`src/rtl/gamma_pkg.sv`:
```
`default_nettype none
// ============================================================================
// Module      : gamma_pkg
// Description : Shared definitions for the inverse-gamma (linearising) stage:
//               default pixel width, controller state encoding and the
//               default-table rule (saturating left shift).
// Revision    : 1.0 - initial release
// ============================================================================
package gamma_pkg;

    // Default luminance width; LUT depth is 2**c_DATA_W.
    localparam int c_DATA_W = 8;

    // Controller states: table initialisation, then normal streaming.
    typedef enum logic [0:0] {
        INIT = 1'b0,
        RUN  = 1'b1
    } state_t;

    // Default table entry: addr << shift, clamped to the largest value that
    // fits in dataW bits. Evaluated in 64 bits so the clamp sees the true
    // shifted value instead of a wrapped one.
    function automatic int unsigned default_entry(
        input int unsigned addr,
        input int unsigned shift,
        input int unsigned dataW = c_DATA_W
    );
        longint unsigned maxVal;
        longint unsigned val;
        maxVal = (64'd1 << dataW) - 64'd1;
        val    = 64'(addr) << shift;
        if (val > maxVal) begin
            val = maxVal;
        end
        return 32'(val);
    endfunction

endpackage : gamma_pkg
`default_nettype wire

```
`src/rtl/gamma_lut_ram.sv`:
```
`default_nettype none
// ============================================================================
// Module      : gamma_lut_ram
// Description : Simple dual-port 2**DATA_W x DATA_W RAM. One write port and
//               one synchronous, enabled read port. A read and a write to the
//               same address in the same cycle return the old contents
//               (read-before-write). No reset, so it maps onto block RAM.
// Ports       : iCLK   - clock
//               iWE    - write enable
//               iWADDR - write address
//               iWDATA - write data
//               iRE    - read enable; oRDATA holds while low
//               iRADDR - read address
//               oRDATA - registered read data
// Revision    : 1.0 - initial release
// ============================================================================
module gamma_lut_ram #(
    parameter int DATA_W = 8
) (
    input  logic              iCLK,
    input  logic              iWE,
    input  logic [DATA_W-1:0] iWADDR,
    input  logic [DATA_W-1:0] iWDATA,
    input  logic              iRE,
    input  logic [DATA_W-1:0] iRADDR,
    output logic [DATA_W-1:0] oRDATA
);

    localparam int c_DEPTH = 1 << DATA_W;

    logic [DATA_W-1:0] r_mem [c_DEPTH];
    logic [DATA_W-1:0] r_rdData;

    // Both ports in one block with non-blocking updates: the read samples the
    // array before this edge's write lands, giving read-before-write.
    always_ff @(posedge iCLK) begin
        if (iWE) begin
            r_mem[iWADDR] <= iWDATA;
        end
        if (iRE) begin
            r_rdData <= r_mem[iRADDR];
        end
    end

    assign oRDATA = r_rdData;

endmodule : gamma_lut_ram
`default_nettype wire

```
`src/rtl/inverse_gamma_lut.sv`:
```
`default_nettype none
// ============================================================================
// Module      : inverse_gamma_lut
// Description : Streaming inverse-gamma stage. After reset the table is
//               filled with the default rule (one entry per cycle, 2**DATA_W
//               cycles), then pixels stream through a fixed 2-cycle pipeline:
//               register inputs, then synchronous LUT read (or bypass).
//               The host may rewrite table entries while running.
// Ports       : iCLK       - pixel clock
//               iRST_N     - asynchronous active-low reset
//               iY         - gamma-encoded luminance
//               iDVAL      - iY valid
//               iBYPASS    - pass iY through unchanged (per pixel)
//               iLUT_WE    - host table write strobe (ignored during INIT)
//               iLUT_ADDR  - host write address
//               iLUT_DATA  - host write data
//               oY         - linearised luminance (holds when oDVAL low)
//               oDVAL      - oY valid
//               oINIT_DONE - table initialised, block running
// Revision    : 1.0 - initial release
// ============================================================================
module inverse_gamma_lut
    import gamma_pkg::*;
#(
    parameter int DATA_W    = c_DATA_W,
    parameter int DEF_SHIFT = 1
) (
    input  logic              iCLK,
    input  logic              iRST_N,
    input  logic [DATA_W-1:0] iY,
    input  logic              iDVAL,
    input  logic              iBYPASS,
    input  logic              iLUT_WE,
    input  logic [DATA_W-1:0] iLUT_ADDR,
    input  logic [DATA_W-1:0] iLUT_DATA,
    output logic [DATA_W-1:0] oY,
    output logic              oDVAL,
    output logic              oINIT_DONE
);

    localparam logic [DATA_W-1:0] c_LAST_ADDR = '1;

    state_t            r_state;
    logic [DATA_W-1:0] r_initCnt;
    logic              r_initDone;

    logic              r_s1Valid;
    logic              r_s1Bypass;
    logic [DATA_W-1:0] r_s1Y;
    logic              r_s2Valid;
    logic              r_s2Bypass;
    logic [DATA_W-1:0] r_s2Y;

    logic              w_run;
    logic              w_accept;
    logic              w_ramWe;
    logic [DATA_W-1:0] w_ramAddr;
    logic [DATA_W-1:0] w_ramData;
    logic              w_ramRe;
    logic [DATA_W-1:0] w_ramQ;

    assign w_run    = (r_state == RUN);
    assign w_accept = iDVAL & w_run;

    // ------------------------------------------------------------------
    // Write-port owner: the init generator during INIT, the host in RUN.
    // Host strobes during INIT are simply dropped.
    // ------------------------------------------------------------------
    always_comb begin
        w_ramWe   = 1'b0;
        w_ramAddr = r_initCnt;
        w_ramData = DATA_W'(default_entry(32'(r_initCnt),
                                          $unsigned(DEF_SHIFT),
                                          $unsigned(DATA_W)));
        if (r_state == INIT) begin
            w_ramWe = 1'b1;
        end else if (iLUT_WE) begin
            w_ramWe   = 1'b1;
            w_ramAddr = iLUT_ADDR;
            w_ramData = iLUT_DATA;
        end
    end

    // ------------------------------------------------------------------
    // Controller: walk every address once, then stay in RUN until reset.
    // ------------------------------------------------------------------
    always_ff @(posedge iCLK or negedge iRST_N) begin
        if (!iRST_N) begin
            r_state    <= INIT;
            r_initCnt  <= '0;
            r_initDone <= 1'b0;
        end else begin
            case (r_state)
                INIT: begin
                    r_initCnt <= r_initCnt + DATA_W'(1);
                    if (r_initCnt == c_LAST_ADDR) begin
                        r_state    <= RUN;
                        r_initDone <= 1'b1;
                    end
                end
                RUN: begin
                    r_state <= RUN;
                end
                default: begin
                    r_state <= INIT;
                end
            endcase
        end
    end

    // ------------------------------------------------------------------
    // Two-stage pixel pipeline. Stage-2 data fields only load on a valid
    // pixel, and the RAM read is only enabled for non-bypassed pixels, so
    // oY holds its last value while oDVAL is low. Stage-2 bypass resets to
    // 1 with a zero pixel so oY reads 0 out of reset without touching the
    // (unreset) RAM output register.
    // ------------------------------------------------------------------
    always_ff @(posedge iCLK or negedge iRST_N) begin
        if (!iRST_N) begin
            r_s1Valid  <= 1'b0;
            r_s1Bypass <= 1'b0;
            r_s1Y      <= '0;
            r_s2Valid  <= 1'b0;
            r_s2Bypass <= 1'b1;
            r_s2Y      <= '0;
        end else begin
            r_s1Valid <= w_accept;
            if (w_accept) begin
                r_s1Y      <= iY;
                r_s1Bypass <= iBYPASS;
            end
            r_s2Valid <= r_s1Valid;
            if (r_s1Valid) begin
                r_s2Y      <= r_s1Y;
                r_s2Bypass <= r_s1Bypass;
            end
        end
    end

    assign w_ramRe = r_s1Valid & ~r_s1Bypass;

    gamma_lut_ram #(
        .DATA_W (DATA_W)
    ) u_lutRam (
        .iCLK   (iCLK),
        .iWE    (w_ramWe),
        .iWADDR (w_ramAddr),
        .iWDATA (w_ramData),
        .iRE    (w_ramRe),
        .iRADDR (r_s1Y),
        .oRDATA (w_ramQ)
    );

    assign oY         = r_s2Bypass ? r_s2Y : w_ramQ;
    assign oDVAL      = r_s2Valid;
    assign oINIT_DONE = r_initDone;

endmodule : inverse_gamma_lut
`default_nettype wire

```
`config.mk`:
```
export PLATFORM = sky130hd
export DESIGN_NAME = inverse_gamma_lut
export DESIGN_NICKNAME = d
export VERILOG_FILES = /design/src/rtl/gamma_pkg.sv /design/src/rtl/gamma_lut_ram.sv /design/src/rtl/inverse_gamma_lut.sv
export SDC_FILE = /design/constraint.sdc
export NUM_CORES = 2
export LEC_CHECK = 0
export ABC_AREA = 1
export CAP_MARGIN = 20
export CORE_UTILIZATION = 50
export CTS_CLUSTER_DIAMETER = 50
export DETAILED_ROUTE_END_ITERATION = 6
export GPL_ROUTABILITY_DRIVEN = 1
export HOLD_SLACK_MARGIN = 0.05
export PLACE_DENSITY_LB_ADDON = 0.2
export SKIP_CTS_REPAIR_TIMING = 1
export SYNTH_ARGS = -nofsm -noshare
export SYNTH_HDL_FRONTEND = slang
export SYNTH_SLANG_ARGS = --single-unit
```
`constraint.sdc`:
```
create_clock -name iCLK -period 4.4 [get_ports iCLK]
set_clock_uncertainty 0.15 [all_clocks]
set_input_delay 0.66 -clock iCLK [delete_from_list [all_inputs] [get_ports iCLK]]
set_output_delay 0.66 -clock iCLK [all_outputs]
set_load 0.01 [all_outputs]
```
==> flow_summary.json <==
{
  "clk_latency_ns": 0.84,
  "core_area_um2": 169000,
  "path_common_cell": "nand3_1",
  "io_pins": 39,
  "critPathMaxFanout": 109,
  "clkSlewWorstSetupHoldPaths_ns": 0.06,
  "synth-seq-cells": 2086,
  "cellPowerDensity_nw_per_um2": 415,
  "syn2layout_area_growth_pct": 11.7,
  "finalPower_mw": 39.5,
  "cp.required_ns": 4.83,
  "cap_violations": 0,
  "yosysTopAreaCell": "edfxtp_1",
  "postSynth.asyncResetShare_pct": 1.44,
  "grt_first_pass_wirelength_um": 338000,
  "synthFlopType": "edfxtp_1",
  "yosysSeqAreaShare_pct": 73.4,
  "dp.final_hpwl_um": 133000,
  "holdCritPathClass": "input pin to async pin",
  "layout_min_cycle_time_ns": 3.70,
  "viasPerCell": 5.81,
  "drive_gt1_share_pct": 8.91,
  "rows": 151,
  "grt_overflow_total": 0,
  "cts_max_level": 4,
  "irDropWorstVdd_mv": 0.424,
  "dp_cells": 9143,
  "io_buffers": 38,
  "die_h_um": 415,
  "post-place-ws_ns": 0.350,
  "die_area_um2": 172000,
  "wl_um": 229000,
  "final_cells": 9537,
  "wire_per_inst_um": 24.0,
  "max_slew_margin_pct": 35.7,
  "ys_warn_count": 0,
  "antenna_found_initial": 4,
  "start_kind": "register",
  "die_w_um": 415,
  "syn_area_um2": 85200,
  "initial_utilization_pct": 50.3,
  "endpoint_kind": "register",
  "fmax_ghz": 0.270,
  "fin_hold_ws_ns": 0.196,
  "fin_ws_ns": 0.702,
  "gp_congestion": 0.928,
  "setup_violations": 0,
  "grt_max_degree": 190,
  "finalSetupTns_ns": 0,
  "worstMarginPinSlew_ns": 0.964,
  "maxSlewViolCount": 0,
  "reg2reg_from": "r_s1Y[0]",
  "grtUsageTotal_pct": 26.4,
  "leakagePower_nw": 31.8,
  "r2r_setup_slack_ns": 0.70,
  "synth_top_area_share_pct": 72.5,
  "timing.final.crit_share_pct": 84.0,
  "vias": 55400,
  "drtIter0Drc": 6356,
  "drt-pass1-iter-count": 7,
  "rsz0062_at_grt": "no",
  "root_buffer": "clkbuf_16",
  "synth_cells": 7169,
  "worstPathArrival_ns": 4.13,
  "cp_cell_sequence": "inv_16 -> buf_4 -> nand2_1 -> nand3_1 -> nand3_1 -> nand3_1 -> nand3_1 -> nand3_1 -> nand3_1 -> nand2_1 -> nand2_1 -> nand2_1",
  "syn-num-nets": 7199,
  "synth_area_leaders": "edfxtp_1 72%, nand3_1 12%, nand2_1 9.4%, buf_2 1.9%, nor2_1 0.97%",
  "postSynthAreaPerCell_um2": 11.9,
  "ys_types": 34,
  "cts_buffers": 213,
  "finalHoldViolCount": 0,
  "layout_commonest_cell": "nand2_1",
  "tritoncts": "yes",
  "critical_path_class": "register to register",
  "cts_sinks": 2086,
  "status": "complete, no violations",
  "synth-edff-count": 2056,
  "drcViolationCount": 0,
  "nets": 7170,
  "first_global_vias": 53300,
  "ant_nets": 0,
  "most-common-layout-cells": "2134 x nand2_1, 2056 x edfxtp_1, 2018 x nand3_1",
  "cts_buffer_depth": 3,
  "cp_slowest_cell": "dfrtp_4",
  "critPathMaxStageDelay_ns": 0.77,
  "fillers": 13900,
  "crit_path_start": "r_s1Y[0]"
}
-- routing by layer --
| metal | global-route usage, % | vias to the layer above | part of all wire [%] |
|---|---|---|---|
| li1 | - | 25400 | - |
| met1 | 36.7 | 27100 | 41 |
| met2 | 41.7 | 2449 | 46 |
| met3 | 5.02 | 438 | 8.7 |
| met4 | 9.52 | 2 | 3.5 |
| met5 | 0 | - | 0.0079 |
-- synth_stat cells, types with 2 or more instances --
cell type and count:
o21ai_0 24, o21ai_2 3, nand2_1 2136, nor3_1 5
xor2_1 5, nor2_1 220, nand4_1 2, inv_4 3
clkinv_1 4, nand3_1 2018, nor2_2 55, buf_6 13
buf_4 24, clkbuf_1 81, or2_1 3, edfxtp_1 2056
dfrtp_1 29, o22ai_1 7, nor2_4 9, xnor2_1 2
o21ai_4 5, inv_2 14, inv_1 45, buf_2 315
buf_1 56, nand2_2 27
-- metrics by stage --
step	util, %	instance area [um^2]
final	56.2	95100
after global placement	52.1	88200
after global routing	56.2	95100
after floorplan	-	85200
after detailed placement	52.1	88200
after CTS	56.2	95100
-- final timing paths --
path,cells past startpoint,to
max,12,u_lutRam.oRDATA[7]
min,1,oINIT_DONE
max reg2reg,12,u_lutRam.oRDATA[7]
min reg2reg,1,oINIT_DONE
max in group asynchronous,2,r_s1Y[2]
min in group iCLK,3,r_s1Bypass
-- layout make-up --
type	count	area (um^2)	share of cell area, %
tap	2218	2780	2.92
multi-input combinational	4528	20000	21.1
timing repair buffer	245	2530	2.66
clock buffer	263	5710	6.00
clock inverter	129	1240	1.30
inverter	66	327	0.343
sequential	2086	62500	65.7
antenna	2	5.00	0.00526
-- registers in the layout, indices dropped and copies added (netlist names), 8 cells and up --
signal           flops
r_s1Y                8
u_lutRam.oRDATA      8
r_s2Y                8
u_lutRam.r_mem    2048
r_initCnt            8
-- report_power, final --
group	switching [mW]	internal (mW)
Sequential	0	21.5
Clock	7.53	10.4
Combinational	0.0177	0.0226
-- critical path, delay by kind of cell (launching register included) --
kind,cells,cell delay (ns)
flip-flops,1,0.77
AND/OR/NAND/NOR,10,1.62
buffers and inverters,2,0.64
-- kinds of logic (layout without fill, tap and decap cells) --
| family | Yosys count | in the layout | synth area share [%] |
|---|---|---|---|
| AO/OA/AOI/OAI | 41 | 41 | 0.333 |
| XOR/XNOR | 7 | 7 | 0.0720 |
| adder cells (fa/ha/maj) | 1 | 1 | 0.0147 |
| buffers and inverters | 555 | 703 | 3.14 |
| flip-flops | 2086 | 2086 | 73.4 |
| other | 0 | 2 | 0 |
| AND/OR/NAND/NOR | 4479 | 4479 | 23.1 |
(Power assumes the default switching activity.)
